$ cat src/rtl/gpio_in_debounce.sv
// rtl/gpio_in_debounce.sv - per-pin pad synchroniser, debounce filter and edge pulse generator
// Each lane is independent: a pad level must hold against the stable level for L+1 cycles to be accepted.
module gpio_in_debounce #(
   parameter int NUM_PINS    = 8,
   parameter int SYNC_STAGES = 2,
   parameter int DEB_CNT_W   = 16
) (
   input  logic                 clk,
   input  logic                 rst_n,
   input  logic [NUM_PINS-1:0]  pad_i,
   input  logic [NUM_PINS-1:0]  deb_en_i,
   input  logic [DEB_CNT_W-1:0] deb_limit_i,
   output logic [NUM_PINS-1:0]  pin_o,
   output logic [NUM_PINS-1:0]  rise_o,
   output logic [NUM_PINS-1:0]  fall_o
);

   localparam logic [DEB_CNT_W-1:0] CNT_ONE = {{(DEB_CNT_W-1){1'b0}}, 1'b1};

   logic [NUM_PINS-1:0]  sync_q [SYNC_STAGES];
   logic [NUM_PINS-1:0]  sync;
   logic [NUM_PINS-1:0]  stable_q;
   logic [NUM_PINS-1:0]  rise_q;
   logic [NUM_PINS-1:0]  fall_q;
   logic [DEB_CNT_W-1:0] cnt_q [NUM_PINS];

   // Plain flop chain: no logic between stages so metastability has full cycles to settle.
   always_ff @(posedge clk) begin
      if (!rst_n) begin
         for (int s = 0; s < SYNC_STAGES; s++) begin
            sync_q[s] <= '0;
         end
      end else begin
         sync_q[0] <= pad_i;
         for (int s = 1; s < SYNC_STAGES; s++) begin
            sync_q[s] <= sync_q[s-1];
         end
      end
   end

   assign sync = sync_q[SYNC_STAGES-1];

   // The >= compare lets a lowered limit release a count already past it on the next cycle.
   always_ff @(posedge clk) begin
      if (!rst_n) begin
         stable_q <= '0;
         rise_q   <= '0;
         fall_q   <= '0;
         for (int i = 0; i < NUM_PINS; i++) begin
            cnt_q[i] <= '0;
         end
      end else begin
         for (int i = 0; i < NUM_PINS; i++) begin
            rise_q[i] <= 1'b0;
            fall_q[i] <= 1'b0;
            if (sync[i] == stable_q[i]) begin
               cnt_q[i] <= '0;
            end else if (!deb_en_i[i] || (cnt_q[i] >= deb_limit_i)) begin
               stable_q[i] <= sync[i];
               cnt_q[i]    <= '0;
               rise_q[i]   <= sync[i];
               fall_q[i]   <= ~sync[i];
            end else begin
               cnt_q[i] <= cnt_q[i] + CNT_ONE;
            end
         end
      end
   end

   assign pin_o  = stable_q;
   assign rise_o = rise_q;
   assign fall_o = fall_q;

endmodule
$ cat config.mk
export PLATFORM = sky130hd
export DESIGN_NAME = gpio_in_debounce
export DESIGN_NICKNAME = d
export VERILOG_FILES = /design/src/rtl/gpio_in_debounce.sv
export SDC_FILE = /design/constraint.sdc
export NUM_CORES = 1
export LEC_CHECK = 0
export CAP_MARGIN = 15
export CORE_UTILIZATION = 62
export CTS_CLUSTER_DIAMETER = 80
export DETAILED_ROUTE_END_ITERATION = 10
export PLACE_DENSITY = 0.82
export SLEW_MARGIN = 10
export SYNTH_ARGS = -nofsm -noshare
export SYNTH_HDL_FRONTEND = slang
export SYNTH_SLANG_ARGS = --single-unit
$ cat constraint.sdc
create_clock -name clk -period 9.14 [get_ports clk]
set_clock_uncertainty 0.2 [all_clocks]
set_input_delay 2.285 -clock clk [delete_from_list [all_inputs] [get_ports clk]]
set_output_delay 2.285 -clock clk [all_outputs]
set_load 0.02 [all_outputs]
# Yosys cells after proc, flatten, opt, wreduce, memory -nomap -nowiden
# Memory sizes are Yosys's and may differ from the RTL's.
# Cells that the tools add are included.
# word_totals
reg_bits	24
ram_bits	144
in_bits	34
output_inout_bits	24
elab_cells	249
memories	2
# memory_table
memory	words	word_bits	rd	rd_clocked_by_memory_dff	wr	line	source
cnt_q	8	16	8	0	8	25	logic [DEB_CNT_W-1:0] cnt_q [NUM_PINS];
sync_q	2	8	2	0	2	20	logic [NUM_PINS-1:0] sync_q [SYNC_STAGES];
# classes
add_sub_neg	8
order_cmp	8
n_eq_ne	8
muxes	116
bitwise	51
reduce_logical	32
# op_table
operator	n
2-to-1 mux 16 bit	24
adder 16 x 1 -> 16 bit, second input constant	8
>= comparator 16 bit	8
2-to-1 mux 1 bit	90
OR 1 bit	26
inverter 1 bit	25
OR reduction 3 bit	8
2-to-1 mux 8 bit	2
AND reduction 2 bit	8
equality test 1 bit	8
logical NOT 1 bit	8
logical OR 1 bit	8

# Depth between registers and ports, before layout
# logic_depth
word_depth	8
mapped_depth	10

# Worst setup path after synthesis
# OpenSTA, ideal clock, no wires.
# synth_timing
path_type	in2reg
start	in deb_limit_i[1]
end	mem cnt_q[1][2], in the netlist cnt_q[0][18] (data pin)
setup_ns	0.135
t_arrival_ns	4.263
t_required_ns	8.805
slack_ns	4.542
cell_stages	10
path_buffers	2
cell_sequence	inv_1 > ha_1 > nor2b_4 > o211ai_2 > a2111oi_1 > or4b_1 > or3_1 > buf_6 > buf_12 > nor2_4
# synth_rtl
item	line	source
start: declaration	12	input logic [DEB_CNT_W-1:0] deb_limit_i,
end: declaration	25	

==> impl_metrics.json <==
{
  "worst_ep_required_time_ns": 9.20,
  "period_needed_ns": 5.292,
  "clock-sinks": 168,
  "relSlewSlack": 0.2596,
  "port_buffers": 57,
  "ys_warn_count": 0,
  "grt_pass1_vias": 7814,
  "yosysTopAreaCell": "edfxtp_1",
  "slew_violations": 0,
  "core-area_um2": 16640,
  "drc": 0,
  "start_util": 0.6358,
  "hold_end": "sync_q[0][9]",
  "dr.first_iter.drc_count": 626,
  "reg2reg_to": "cnt_q[0][31]",
  "powerDensity_nw_per_um2": 147.4,
  "crit_fanout": 16,
  "p_seq_frac": 0.482,
  "avgSynthCellArea_um2": 10.15,
  "path_buf_inv": 2,
  "crit_cells": 9,
  "outcome": "finished clean",
  "numPlacedInstances": 1430,
  "cts.clk_slew.worst_paths_ns": 0.06,
  "end_kind": "flop",
  "p_clk_frac": 0.412,
  "cts_buffers": 17,
  "ys_types": 54,
  "worst_slew_pin_slew_ns": 1.111,
  "ant_nets": 0,
  "ctsHtreeMaxLevel": 4,
  "r2r-start": "cnt_q[0][17]",
  "rsz0062_at_grt": "no",
  "routed_wl_um": 24030,
  "path_class": "in2reg",
  "fin_crit_sh": 0.5789,
  "syn_inst": 1042,
  "reg2reg_slack_ns": 6.04,
  "gp_congestion": 0.8784,
  "hold_depth": 1,
  "max-vdd-ir-drop_mv": 0.1193,
  "cpPeakStageDelay_ns": 0.77,
  "hold_violations": 0,
  "internal-power_mw": 1.388,
  "p_leak_nw": 5.026,
  "drive_above_1_share": 0.03543,
  "grt_antenna_before_repair": 0,
  "boundaryPins": 58,
  "fin_util": 0.7469,
  "reg2regPathDepth": 7,
  "drt_pass1_iterations": 6,
  "fin_setup_tns_ns": 0,
  "cts_root_buf": "clkbuf_16",
  "cts_resized": 0,
  "clock_latency_ns": 0.43,
  "fmax_ghz": 0.1890,
  "arrival_ns": 5.35,
  "critPathTopFamily": "simple AND/OR/NAND/NOR gates",
  "comb_power_share": 0.106,
  "synth-edff-count": 128,
  "fp.dieH_um": 132.6,
  "grt_pass1_wl_um": 38410,
  "netlist_top_cells_area": "edfxtp_1, ha_1, dfxtp_1",
  "rows": 47,
  "dieArea_um2": 17590,
  "die_x_um": 132.6,
  "power.total_mw": 1.832,
  "area_growth_syn_to_layout_pct": 17.46,
  "finalSetupViolCount": 0,
  "via_per_inst": 5.668,
  "slowest_stage": "or3_1",
  "nets": 1399,
  "cts_tree": "yes",
  "cp-start-kind": "input port",
  "ys_seq_area_frac": 0.4389,
  "cap_violations": 0,
  "cts_buffer_depth": 2,
  "netSwitchingFraction": 0.2426,
  "whs_ns": 0.2262,
  "hp-start": "sync_q[0][1]",
  "cts_hold_buf": 0,
  "grt.total_usage": 0.2837,
  "cp_cell_sequence": "clkdlybuf4s50_1, inv_1, ha_1, nor2b_4, o211ai_2, a2111oi_1, or4b_1, or3_1, a21oi_1",
  "post_drt_wl_per_cell_um": 16.44,
  "hpwl_um": 17010,
  "ys_ff_latch": 168,
  "vias": 8287,
  "synth_flop_cell": "edfxtp_1",
  "fin_cells": 1462,
  "overflow": 0,
  "grt_start_max_net_pins": 49,
  "netlist_area_um2": 10580,
  "netSwitchingPower_uw": 444.4,
  "synthArstFlopShare": 0,
  "min_path_type": "reg2reg",
  "synth_top_area_frac": 0.3632,
  "antennaDiodeCount": 0,
  "postCtsSetupRepairBufs": 0
}
[layout make-up]
class,instances,area [um^2]
multi-input cells,948,6188
flip-flops and latches,168,4644
fillers,1175,4213
repair buffers,58,573.1
clock buffers,20,436.7
well taps,220,275.3
clock inverters,12,176.4
inverters,36,135.1
[through the flow]
stage	area (um^2)	setup slack [ns]
after detailed placement	11820	3.437
after global placement	11820	3.477
after global routing	12430	3.642
final	12430	3.848
after floorplan	11060	4.542
after CTS	12430	3.885
[power by group through the flow]
stage / Combinational (mW) / Clock [mW] / Sequential, mW
floorplan: 0.127 / 0 / 0.891
global placement: 0.177 / 0 / 0.898
detailed placement: 0.186 / 0 / 0.900
CTS: 0.189 / 0.764 / 0.883
global route: 0.217 / 0.792 / 0.887
finish: 0.193 / 0.755 / 0.884
[worst max-delay path by stage]
stage	endpoint	startpoint
4_1_cts	cnt_q[0][31]	deb_limit_i[1]
3_3_place_gp	cnt_q[0][31]	deb_limit_i[1]
5_1_grt	cnt_q[0][28]	deb_limit_i[13]
3_5_place_dp	cnt_q[0][31]	deb_limit_i[1]
2_1_floorplan	cnt_q[0][18]	deb_limit_i[1]
6_report	cnt_q[0][31]	deb_limit_i[1]
[registers in the layout, indices dropped and copies added, names as in the netlist]
signal / count
cnt_q: 128
sync_q: 16
fall_o: 8
pin_o: 8
rise_o: 8
[layout by cell type, fill, tap and decap left out, types with 3 or more instances in the layout]
master	Yosys	final
o21ai_0	22	22
dfxtp_1	40	40
nor2_4	8	8
edfxtp_1	128	128
a221oi_1	5	5
a21oi_1	48	48
a21o_1	3	3
nand2_1	78	78
ha_1	136	136
and3_1	24	24
a2111o_1	5	5
clkdlybuf4s50_1	0	56
xor2_1	75	75
and4_1	5	5
nor3b_1	12	12
xnor2_1	43	43
nand4_1	43	43
conb_1	1	128
bufinv_16	0	4
nand2b_1	9	9
nor2b_1	10	10
nor2_1	153	153
nand3_1	68	68
and2_1	18	18
clkinv_4	0	4
inv_1	36	36
o21bai_1	5	5
clkbuf_16	0	17
clkbuf_1	13	3
nor3_1	13	13
o211ai_1	6	6
[worst reg2reg max path: stages, from the launching register on]
cell and delay (ns):
edfxtp_1 0.47, ha_1 0.33, nor2b_4 0.13, o211ai_2 0.12
a2111oi_1 0.09, or4b_1 0.55, or3_1 0.77, a21oi_1 0.28
[logic make-up after synthesis]
kind of cell | count (synthesis) | share of synthesized area
adders and majority gates | 136 | 0.1608
xor gates and xnor gates | 118 | 0.09767
DFF | 168 | 0.4389
other | 1 | 0.0003544
muxes | 2 | 0.001892
AOI/OAI and AO/OA | 109 | 0.06551
and+or+nand+nor | 455 | 0.2136
buffers and inverters | 53 | 0.02128
[synth_stat cells (all sizes together), types with 2 or more instances]
cell       n
dfxtp     40
nor4bb     2
mux2i      2
nor2b     11
a2111o     5
nand3     68
a2111oi    3
nor3      13
a21oi     48
o31ai      2
a221oi     5
ha       136
o41ai      2
a21o       3
o211ai     7
o21bai     5
nor2     163
nor3b     12
nand2     78
xor2      75
and4       5
and2      18
inv       36
o21ai     23
clkbuf    13
or3        2
buf        4
and3      24
or4        2
nand4     43
nand2b     9
edfxtp   128
xnor2     43
[metal layers]
metal,GRT usage,share of wire
met2,0.4629,0.47
met1,0.3689,0.43
met5,0,0
met4,0.1367,0.032
met3,0.04636,0.075
No activity file was read; power rests on OpenSTA's default activity.
